### src/rtl/udp_tx_ctrl.sv
// udp_tx_ctrl: sequences one UDP payload transmit through the mac block.
// Takes a level fs/fd job, negotiates a tx slot with the mac, starts the frame,
// then streams payload bytes from the tx-side fifod on the mac's udp_txen strobes.
module udp_tx_ctrl #(
  parameter logic [31:0] TIMEOUT_CYC = 32'd65535,
  parameter logic [7:0]  PAD_BYTE    = 8'h00
) (
  input  logic        clk,
  input  logic        rst,
  input  logic        fs,
  output logic        fd,
  input  logic [11:0] dat_tx_len,
  output logic        err,
  output logic        fifo_rxen,
  input  logic [7:0]  fifo_rxd,
  input  logic        fifo_empty,
  output logic        flag_udp_tx_req,
  input  logic        flag_udp_tx_prep,
  output logic [15:0] udp_tx_len,
  output logic        fs_udp_tx,
  input  logic        fd_udp_tx,
  input  logic        udp_txen,
  output logic [7:0]  udp_txd
);

  localparam int unsigned LEN_W = 12;
  localparam int unsigned TMO_W = 32;

  typedef enum logic [2:0] {
    ST_IDLE,
    ST_REQ,
    ST_SEND,
    ST_WAIT_FD,
    ST_DONE
  } state_t;

  state_t             state;
  logic [LEN_W-1:0]   len_q;
  logic [LEN_W-1:0]   cnt_q;
  logic [TMO_W-1:0]   tmo_q;
  logic               d_sel;

  logic               byte_due;
  logic [LEN_W-1:0]   cnt_inc;
  logic               tmo_hit;
  logic [TMO_W-1:0]   tmo_inc;

  // A payload byte is owed for this strobe; cnt < len keeps cnt_inc from wrapping at len=4095.
  assign byte_due  = (state == ST_SEND) && udp_txen && (cnt_q < len_q);
  assign fifo_rxen = byte_due && !fifo_empty;
  assign cnt_inc   = cnt_q + LEN_W'(1);

  // Timeout fires on the cycle that would bring the counter up to TIMEOUT_CYC.
  assign tmo_hit = ({1'b0, tmo_q} + 33'd1) >= {1'b0, TIMEOUT_CYC};
  assign tmo_inc = (tmo_q == {TMO_W{1'b1}}) ? tmo_q : tmo_q + TMO_W'(1);

  // Byte lane follows the read issued one cycle earlier; otherwise pad (underflow or past len).
  assign udp_txd = d_sel ? fifo_rxd : PAD_BYTE;

  // Job sequencer: state, counters and all registered outputs.
  always_ff @(posedge clk) begin
    if (rst) begin
      state           <= ST_IDLE;
      fd              <= 1'b0;
      err             <= 1'b0;
      flag_udp_tx_req <= 1'b0;
      fs_udp_tx       <= 1'b0;
      udp_tx_len      <= 16'h0000;
      len_q           <= '0;
      cnt_q           <= '0;
      tmo_q           <= '0;
      d_sel           <= 1'b0;
    end else begin
      d_sel <= fifo_rxen;

      case (state)
        ST_IDLE: begin
          if (fs) begin
            len_q      <= dat_tx_len;
            udp_tx_len <= {4'h0, dat_tx_len};
            err        <= 1'b0;
            cnt_q      <= '0;
            tmo_q      <= '0;
            if (dat_tx_len == '0) begin
              // Empty job: no mac transaction at all.
              state <= ST_DONE;
              fd    <= 1'b1;
            end else begin
              state           <= ST_REQ;
              flag_udp_tx_req <= 1'b1;
            end
          end
        end

        ST_REQ: begin
          if (flag_udp_tx_prep) begin
            state           <= ST_SEND;
            flag_udp_tx_req <= 1'b0;
            fs_udp_tx       <= 1'b1;
            tmo_q           <= '0;
          end else if (tmo_hit) begin
            state           <= ST_DONE;
            flag_udp_tx_req <= 1'b0;
            fd              <= 1'b1;
            err             <= 1'b1;
            tmo_q           <= '0;
          end else begin
            tmo_q <= tmo_inc;
          end
        end

        ST_SEND: begin
          // Every owed strobe is counted, read or not; an empty fifo makes it an underflow.
          if (byte_due) begin
            cnt_q <= cnt_inc;
            if (fifo_empty) begin
              err <= 1'b1;
            end
          end
          if (fd_udp_tx) begin
            // Mac may finish early; unread bytes stay in the fifo.
            state     <= ST_DONE;
            fs_udp_tx <= 1'b0;
            fd        <= 1'b1;
            tmo_q     <= '0;
          end else if (byte_due && (cnt_inc == len_q)) begin
            state <= ST_WAIT_FD;
            tmo_q <= '0;
          end
        end

        ST_WAIT_FD: begin
          if (fd_udp_tx) begin
            state     <= ST_DONE;
            fs_udp_tx <= 1'b0;
            fd        <= 1'b1;
            tmo_q     <= '0;
          end else if (tmo_hit) begin
            state     <= ST_DONE;
            fs_udp_tx <= 1'b0;
            fd        <= 1'b1;
            err       <= 1'b1;
            tmo_q     <= '0;
          end else begin
            tmo_q <= tmo_inc;
          end
        end

        ST_DONE: begin
          // Hold done until the requester releases fs.
          if (!fs) begin
            state      <= ST_IDLE;
            fd         <= 1'b0;
            udp_tx_len <= 16'h0000;
          end
        end

        default: begin
          state <= ST_IDLE;
        end
      endcase
    end
  end

endmodule

### config.mk
export PLATFORM = sky130hd
export DESIGN_NAME = udp_tx_ctrl
export DESIGN_NICKNAME = d
export VERILOG_FILES = /design/src/rtl/udp_tx_ctrl.sv
export SDC_FILE = /design/constraint.sdc
export NUM_CORES = 1
export LEC_CHECK = 0
export CAP_MARGIN = 20
export CORE_ASPECT_RATIO = 1.25
export CORE_MARGIN = 1.5
export CORE_UTILIZATION = 60
export CTS_CLUSTER_SIZE = 20
export DETAILED_ROUTE_END_ITERATION = 8
export HOLD_SLACK_MARGIN = 0.12
export PLACE_DENSITY_LB_ADDON = 0.15
export SLEW_MARGIN = 10
export SYNTH_ARGS = -nofsm -noshare
export SYNTH_HDL_FRONTEND = slang
export SYNTH_SLANG_ARGS = --single-unit
### constraint.sdc
create_clock -name clk -period 8 [get_ports clk]
set_input_delay 1.6 -clock clk [delete_from_list [all_inputs] [get_ports clk]]
set_output_delay 1.6 -clock clk [all_outputs]
set_load 0.05 [all_outputs]
Yosys cells after proc, flatten, opt, wreduce, memory -nomap -nowiden
Index checks and enable logic that the tools add are counted.
{ "word_totals": {"reg_bits": 80, "latchBits": 0, "ramBits": 0, "romBits": 0, "out_inout_bits": 29, "wordCells": 104, "mem_count": 0} }
{ "op_classes": {"addsub": 3, "n_mul": 0, "div": 0, "n_lt_le_gt_ge": 2, "n_eq_ne": 19, "n_shift": 0, "mux": 48, "bitwise": 0, "reduce_logical": 22} }
{ "op_table": {"columns": ["op", "n"], "rows": [
  ["32-bit 2-to-1 mux", 7],
  ["32-bit case mux with 4 select lines", 1],
  ["32-bit by 1-bit adder with 33-bit output (second input constant)", 1],
  ["33-bit by 16-bit >= comparator with 1-bit output (second input constant)", 1],
  ["32-bit by 1-bit adder with 32-bit output (second input constant)", 1],
  ["32-bit == test (second input constant)", 1],
  ["16-bit 2-to-1 mux", 2],
  ["16-bit case mux with 2 select lines", 1],
  ["12-bit 2-to-1 mux", 2],
  ["3-bit 2-to-1 mux", 8],
  ["12-bit case mux with 2 select lines", 1],
  ["1-bit 2-to-1 mux", 20],
  ["2-bit inequality test (second input constant)", 10],
  ["3-bit case mux with 5 select lines", 1],
  ["12-bit by 1-bit adder with 12-bit output (second input constant)", 1],
  ["12-bit == test", 1],
  ["12-bit zero test", 1],
  ["12-bit < comparator", 1],
  ["3-bit AND reduction", 4],
  ["6-bit AND reduction", 2],
  ["8-bit 2-to-1 mux", 1],
  ["4-bit AND reduction", 2],
  ["3-bit by 2-bit == test with 1-bit output (second input constant)", 2],
  ["3-bit inequality test (second input constant)", 2],
  ["other kinds (15)", 20]
]} }

Depth between registers and ports, before layout
Gate-level depths: netlist (run 1).
{ "depth": {"word_depth": 7, "mapped_depth": 13} }

Worst setup path after synthesis (run 1)
OpenSTA, ideal clock, no wires.
{ "synth_timing": {"kind": "input to output", "startpoint": "input udp_txen", "endpoint": "output fifo_rxen", "t_arrival_ns": 2.617, "required_ns": 6.400, "setup_slack_ns": 3.783, "path_stages": 3, "n_path_buf": 0, "path_cell_list": "nand4b_1 -> a31o_2 -> nor2_1"} }
{ "synth_between": {"elab_chain_cells": 3} }
{ "synth_lines": {"columns": ["element", "line_no", "source"], "rows": [
  ["from (decl)", "22", "input logic udp_txen,"],
  ["1-bit logical AND (2 in a row)", "49", "assign byte_due = (state == ST_SEND) && udp_txen && (cnt_q < len_q);"],
  ["1-bit logical AND", "50", "assign fifo_rxen = byte_due && !fifo_empty;"],
  ["to (decl)", "14", "output logic fifo_rxen,"]
]} }
No other way between the ends.

Worst setup path in the final report (run 1)
Ends and elaborated chain as after synthesis.

==> results of run 1 <==
==> path summary, 6_finish.rpt <==
check | end | depth (start not counted) | slack, ns | from
worst max-delay path | fifo_rxen | 5 | 3.00 | udp_txen
worst max register to register | tmo_q[3] | 8 | 4.14 | state[1]
worst min register to register | udp_tx_len[0] | 2 | 0.45 | udp_tx_len[0]
worst min-delay path | udp_tx_len[0] | 2 | 0.45 | udp_tx_len[0]
==> layer usage <==
metal	global-route usage [%]	vias to the layer above	part of all wire [%]
met3	4.64	43	4.0
li1	-	2152	-
met2	52.2	116	51
met4	15.5	0	4.1
met1	34.4	2073	40
met5	0	-	0
==> final cells by class <==
cell class              count  area share [%]
multi-input cells         446            52.8
inverters                  22            1.59
well taps                  92            2.22
flip-flops and latches     76            29.4
clock inverters             6           0.918
repair buffers             55            10.4
clock buffers              10            2.66
==> registers in the layout, indices dropped and copies added (netlist names) <==
name / cells
fd: 1
flag_udp_tx_req: 1
tmo_q: 32
len_q: 12
d_sel: 1
fs_udp_tx: 1
state: 3
cnt_q: 12
err: 1
udp_tx_len: 12
==> metrics by stage <==
stage,util [%],total power [µW],hold slack [ns],cells
6_report,70.8,870,0.454,707
5_1_grt,70.8,907,0.484,707
4_1_cts,70.7,875,0.461,706
3_5_place_dp,68.2,602,0.449,690
3_3_place_gp,68.2,599,0.443,690
2_1_floorplan,-,546,0.441,579
==> cells in the final DEF, fill, tap and decap left out, types with 7 or more instances in the layout <==
master,synthesis,routed
nand2_1,72,72
and3_1,7,7
nor3_1,13,13
or3_1,11,11
nand4_1,13,13
dfxtp_1,76,76
xnor2_1,15,15
inv_1,22,22
o21ai_0,29,29
a21oi_1,66,66
nor4_1,11,11
clkbuf_8,0,10
ha_1,15,15
a31oi_1,8,8
clkdlybuf4s50_1,0,51
and2_1,30,30
nand3_1,21,21
nor2_1,39,39
==> cell families (layout without fill, tap and decap cells) <==
group                    Yosys count  after routing  share of synthesized area, %
multiplexers                       3              3                         0.694
buffers and inverters             57             93                          5.78
XOR/XNOR                          21             21                          4.08
flip-flops                        76             76                          33.8
AND/OR/NAND/NOR                  252            252                          29.9
adder cells (fa/ha/maj)           15             15                          4.17
AO/OA/AOI/OAI                    151            151                          21.6
other                              1              4                        0.0832
==> power by group through the flow <==
stage | sequential [µW] | combinational (µW) | clock, µW
2_1_floorplan | 443 | 104 | 0
3_3_place_gp | 421 | 178 | 0
3_5_place_dp | 421 | 181 | 0
4_1_cts | 412 | 182 | 282
5_1_grt | 415 | 199 | 293
6_report | 412 | 182 | 276
==> worst max-delay path: stages <==
cell and delay, ns:
clkdlybuf4s50_1 0.46, nand4b_1 0.13, a31o_2 0.31, nor2_1 0.09, clkdlybuf4s50_1 0.81
==> out/qor.csv, run 1 <==
metric;value;unit
status;completed;
synthesized area;4510;µm²
count leader, synth;dfxtp_1;
Final #Nets;652;
DP Wirelength;8320;µm
CTS tree;built;
fraction of registers with async set/reset;0;%
Worst-Skew Late Latency;0.36;ns
Overflow after GRT;0;
CP endpoint kind;primary output;
CP Class;in2out;
ANT cells;0;
area fraction of the dominant cell type after synthesis;33.8;%
post_cts resized;0;
post-route setup slack;3.00;ns
average size of a mapped cell;7.82;µm²
Clock Path Buffers;2;
Int Pwr;584;µW
dpl ws;3.01;ns
total wire length;11400;µm
die area;8040;µm²
synthesized flop and latch total;76;
worst endpoint required time;6.40;ns
1st-iter DRT viols;189;
area of the multi-input gates;2740;µm²
Setup violations, final;0;
largest cells by area after synthesis;dfxtp_1 34%, a21oi_1 7.3%, nand2_1 6.0%;
Slew headroom;41.7;%
Rows;35;
vias per cell;6.20;
Ports;56;
GRT Resource Usage Total;29.7;%
Worst Tran Pin Value;0.871;ns
antenna viol nets, final;0;
Fin Setup TNS;0;ns
core area;7310;µm²
area grow syn2layout;15.0;%
P_leak;0.00181;µW
crit path DAT;3.40;ns
design area;5180;µm²
CTS buffer count;9;
clock transition at the registers of the reported paths;0.08;ns
vias in the first global route;4022;
GP Congestion;0.907;
min-delay worst type;reg2reg;
sequential power share;47.4;%
first-pass GRT wire length;18800;µm
dpl cell area;4990;µm²
htree depth;3;
Period minus WS final;5.00;ns
CTS root buffer;clkbuf_8;
RSZ-0062 raised after global routing;false;
Post-CTS Setup Bufs;0;
maxcap violations;0;
most frequent cells after synthesis;76 x dfxtp_1, 72 x nand2_1, 66 x a21oi_1, 39 x nor2_1, 30 x and2_1;
number of clock sinks;76;
Final Skew;0.0113;ns
endpoints failing hold;0;
Max Freq;200;MHz
Net Sw Frac;32.9;%
initial antenna violation count;0;
CP startpoint kind;primary input;
routed vias;4384;
Gate Count Post-Synth;576;
die width;80.5;µm
flip-flop and latch area;1520;µm²
WL/cell;16.1;µm
Hold Buf Count CTS;0;
Tcrit/Tclk final;62.5;%
Fillers;606;
top_reg_cell synth;dfxtp_1;
Gate power share;21.0;%
number of synthesized flops with an enable pin;0;
largest net degree at the start of global routing;48;
final max-slew violation count;0;
# DRC;0;
crit-path max FO;6;
synth warn;0;
Cell Pwr Density;168;nW/µm²
layout cells sized above 1;5.85;%
Die Y;99.9;µm
TritonRoute pass-1 iters;5;
Cell variety after synth;66;
Switch Pwr;287;µW
Clk pwr share;31.7;%
register area share after synthesis;33.8;%
Port Buffers;51;
peak supply drop;0.000105;V
starting density of the core;61.6;%
Synth area leader;dfxtp_1;
(Power assumes the default switching activity.)
==> inputs of run 2 (changes only) <==
--- a/config.mk
+++ b/config.mk
@@ -8,7 +8,7 @@
 export CAP_MARGIN = 20
 export CORE_ASPECT_RATIO = 1.25
 export CORE_MARGIN = 1.5
-export CORE_UTILIZATION = 60
+export CORE_UTILIZATION = 56
 export CTS_CLUSTER_SIZE = 20
 export DETAILED_ROUTE_END_ITERATION = 8
 export HOLD_SLACK_MARGIN = 0.12
==> constraint.sdc (replaced) <==
create_clock -name clk -period 5.05 [get_ports clk]
set_input_delay 1.01 -clock clk [delete_from_list [all_inputs] [get_ports clk]]
set_output_delay 1.01 -clock clk [all_outputs]
set_load 0.05 [all_outputs]
==> run 2 against run 1 <==
Clock power is 67% higher. Final area is 0.51% higher. Sequential share of layout area is 0.15 points lower. Register-to-register slack worse by 2.5 ns. Worst hold slack better by 0.0034 ns. Global-route usage is 3.3 points lower. Wire length is 0.33% higher. First-iteration DRC count is 22% higher. Critical endpoint unchanged. Cell count is 0.71% higher. Worst setup slack worse by 2.1 ns.
==> out/qor.csv, run 2 (same netlist as run 1, synthesis figures left out) <==
metric;value;unit
status;completed;
Hold Buf Count CTS;0;
1st-iter DRT viols;230;
initial antenna violation count;0;
htree depth;3;
# DRC;0;
Fin Setup TNS;0;ns
RSZ-0062 raised after global routing;false;
design area;5210;µm²
Period minus WS final;4.15;ns
Final #Nets;654;
Worst Tran Pin Value;0.820;ns
first-pass GRT wire length;18600;µm
Worst-Skew Late Latency;0.35;ns
P_leak;0.00182;µW
WL/cell;16.1;µm
Tcrit/Tclk final;82.2;%
GP Congestion;0.915;
most frequent cells in the layout;76 x dfxtp_1, 72 x nand2_1, 66 x a21oi_1, 51 x clkdlybuf4s50_1, 39 x nor2_1;
crit path from;state[1];
GRT Resource Usage Total;26.4;%
Post-CTS Setup Bufs;0;
area grow syn2layout;15.6;%
die area;8600;µm²
CP startpoint kind;register;
crit-path max FO;15;
most common cell after layout, fill and taps aside;dfxtp_1;
Fillers;680;
flip-flop and latch area;1520;µm²
area of the multi-input gates;2740;µm²
number of clock sinks;76;
antenna viol nets, final;0;
largest net degree at the start of global routing;48;
CTS buffer count;9;
die width;83.2;µm
endpoints failing hold;0;
Port Buffers;51;
core area;7790;µm²
layout cells sized above 1;5.83;%
worst r2r src;tmo_q[0];
Slew headroom;45.2;%
CTS tree;built;
worst endpoint required time;4.04;ns
post_cts resized;0;
maxcap violations;0;
clock transition at the registers of the reported paths;0.08;ns
DP Wirelength;8290;µm
Crit Reg-Reg Endpoint;tmo_q[2];
FF-to-FF path depth;9;
Setup violations, final;0;
dpl cell area;5010;µm²
CTS root buffer;clkbuf_8;
Die Y;103;µm
vias per cell;6.16;
Finished Core Util;66.8;%
final max-slew violation count;0;
crit path to;fifo_rxen;
CP Class;reg2out;
Clock Path Buffers;2;
Reg with most FFs;tmo_q;
Ports;56;
Final Skew;0.00737;ns
vias in the first global route;4137;
Hold Path Depth;2;
TritonRoute pass-1 iters;5;
flop-to-flop setup slack;1.65;ns
min-delay worst type;reg2reg;
Cell Pwr Density;270;nW/µm²
Rows;36;
starting density of the core;57.8;%
total wire length;11400;µm
max reg flops;32;
crit path DAT;3.14;ns
Hold Slack;0.458;ns
Max Freq;241;MHz
routed vias;4388;
CP endpoint kind;primary output;
peak supply drop;0.000220;V
ANT cells;0;
Overflow after GRT;0;
-- run 2: changes by cell type in the layout (fill, tap and decap cells not counted) --
cell	delta
clkbuf_8	-1
clkinv_4	-3
clkinvlp_4	+2
bufinv_16	+1
clkinv_2	-1
clkbuf_1	+2
buf_4	+2
-- run 2: layer usage --
metal	global-route usage [%]	vias up	part of all wire, %
met5	0	-	0
met1	28.2	2076	40
li1	-	2156	-
met3	4.92	31	3.6
met2	50.5	125	53
met4	13.3	0	2.8
-- run 2: worst max-delay path, stage by stage, from the launching register on --
cell and delay (ns):
dfxtp_1 0.57, nor2b_1 0.32, nor2b_1 0.49, nand4b_1 0.20, a31o_2 0.31, nor2_1 0.10, clkdlybuf4s50_1 0.80
-- run 2: cell type report --
cell class	count	area share, %
clock buffer	11	2.52
tap	95	2.28
inverter	22	1.59
sequential	76	29.2
multi-input combinational	446	52.5
timing repair buffer	57	10.7
clock inverter	5	1.18
-- run 2: worst min path at each step --
stage                   start        endpoint  slack [ns]
3_5_place_dp    udp_tx_len[1]   udp_tx_len[1]        0.45
2_1_floorplan        len_q[0]        len_q[0]        0.44
5_1_grt        udp_tx_len[10]  udp_tx_len[10]        0.49
3_3_place_gp    udp_tx_len[1]   udp_tx_len[1]        0.44
4_1_cts         udp_tx_len[1]   udp_tx_len[1]        0.46
6_report        udp_tx_len[1]   udp_tx_len[1]        0.46
-- run 2: power breakdown --
part	switching [µW]	total, µW	internal (µW)
sequential	28.2	653	625
combinational	186	292	107
clock	231	461	230
total	444	1410	962
-- run 2: stage by stage --
step	worst slack [ns]	power, µW	std cells
global placement	1.24	951	695
global route	0.675	1470	712
floorplan	1.87	866	579
CTS	0.941	1410	711
detailed placement	1.16	956	695
finish	0.901	1410	712
==> inputs of run 3 (changes only) <==
==> constraint.sdc (replaced) <==
create_clock -name clk -period 4.2 [get_ports clk]
set_input_delay 0.84 -clock clk [delete_from_list [all_inputs] [get_ports clk]]
set_output_delay 0.84 -clock clk [all_outputs]
set_load 0.05 [all_outputs]
==> run 3 against run 2 <==
Non-clock buffer count increased by 2. Critical path depth is the same. Wire length rose by 1.5%. First-iteration DRC count is 24% higher. Cell count grew 0.28%. Clock-buffer cell count is 2 lower. Largest cell class unchanged. Highest routed layer unchanged.
==> out/qor.csv, run 3 (same netlist as run 1, synthesis figures left out) <==
metric;value;unit
RSZ-0062 raised after global routing;false;
Max Freq;262;MHz
die width;83.2;µm
WL met1;4620;µm
crit-path max FO;8;
Clk pwr share;32.0;%
Port Buffers;51;
top layer in use;met4;
Final Skew;0.0119;ns
die area;8600;µm²
P_leak;0.00183;µW
CP Class;reg2out;
maxcap violations;0;
Switch Pwr;573;µW
endpoints failing hold;0;
Hold Slack;0.463;ns
met2 WL;6190;µm
crit path DAT;2.97;ns
Critical Path Max Stage Delay;0.80;ns
ANT cells;0;
CP startpoint kind;register;
CP endpoint kind;primary output;
CTS buffer count;9;
Fillers;679;
Worst Tran Pin Value;0.896;ns
initial antenna violation count;0;
worst endpoint required time;3.36;ns
Worst-Skew Late Latency;0.37;ns
Net Sw Frac;34.2;%
peak supply drop;0.000220;V
Ports;56;
Tcrit/Tclk final;90.7;%
status;completed;
Period minus WS final;3.81;ns
area of the multi-input gates;2740;µm²
Reg with most FFs;tmo_q;
sequential power share;46.9;%
1st-iter DRT viols;286;
htree depth;3;
GP Congestion;0.950;
Cell Pwr Density;322;nW/µm²
Post-CTS Setup Bufs;0;
max reg flops;32;
# DRC;0;
Rows;36;
DR WL met3;456;µm
CTS tree;built;
Final #Nets;656;
Fin Setup TNS;0;ns
vias per cell;6.06;
Int Pwr;1100;µW
clock transition at the registers of the reported paths;0.09;ns
vias in the first global route;4238;
antenna viol nets, final;0;
layout cells sized above 1;6.46;%
crit-path cells;ha_1 > a2111oi_0 > nand4_1 > a31o_2 > nor2_1 > clkdlybuf4s50_1;
final max-slew violation count;0;
Die Y;103;µm
WL/cell;16.3;µm
flip-flop and latch area;1520;µm²
CTS root buffer;clkbuf_8;
starting density of the core;57.8;%
TritonRoute pass-1 iters;5;
DP Wirelength;8490;µm
Hold Buf Count CTS;0;
routed vias;4330;
Setup violations, final;0;
Clock Path Buffers;2;
min-delay worst type;reg2reg;
Overflow after GRT;0;
core area;7790;µm²
Gate power share;21.1;%
post_cts resized;0;
Slew headroom;40.1;%
GRT Resource Usage Total;27.7;%
total wire length;11600;µm
most frequent cells in the layout;76 x dfxtp_1, 72 x nand2_1, 66 x a21oi_1, 51 x clkdlybuf4s50_1, 39 x nor2_1;
largest net degree at the start of global routing;47;
CP max stage cell;clkdlybuf4s50_1;
area grow syn2layout;15.6;%
first-pass GRT wire length;19200;µm
number of clock sinks;76;
most common cell after layout, fill and taps aside;dfxtp_1;
run 3: worst max-delay path: cells and delay by family (launching register included):
| kind | cells | cell delay, ns |
|---|---|---|
| buf+inv | 1 | 0.80 |
| compound gates | 2 | 0.75 |
| flops | 1 | 0.48 |
| fa+ha+maj | 1 | 0.31 |
| simple gates | 2 | 0.26 |
run 3: routing by layer:
metal	global-route usage, %	vias to the layer above
met5	0	-
met3	4.52	29
li1	-	2163
met2	54.0	105
met1	29.7	2033
met4	12.7	0
run 3: area by class of cell:
cell class | instances | area share, %
tap | 95 | 2.28
sequential | 76 | 29.2
inverter | 22 | 1.59
clock buffer | 9 | 2.38
timing repair buffer | 59 | 11.0
multi-input combinational | 446 | 52.5
clock inverter | 7 | 1.06
run 3: metrics by stage:
stage                     instance area (µm²)  worst slack [ns]  util (%)  cells  power, µW
final                                    5210             0.389      66.8    714       1680
after global placement                   5030             0.728      64.5    698       1150
after CTS                                5210             0.367      66.8    714       1690
after detailed placement                 5030             0.739      64.5    698       1160
after global routing                     5210             0.226      66.8    714       1760
after floorplan                          4520              1.19         -    579       1040
run 3: worst paths after layout:
kind                  from       endpoint  slack, ns  depth (start not counted)
max               cnt_q[4]      fifo_rxen       0.39                          6
min          udp_tx_len[0]  udp_tx_len[0]       0.46                          2
max reg2reg       tmo_q[9]       tmo_q[0]       0.86                          8
min reg2reg  udp_tx_len[0]  udp_tx_len[0]       0.46                          2
run 3: power by group through the flow:
stage                     Sequential (µW)  Combinational, µW  Clock [µW]
after global routing                  792                388         578
after floorplan                       843                198           0
final                                 787                354         536
after detailed placement              804                353           0
after global placement                802                348           0
after CTS                             787                355         544
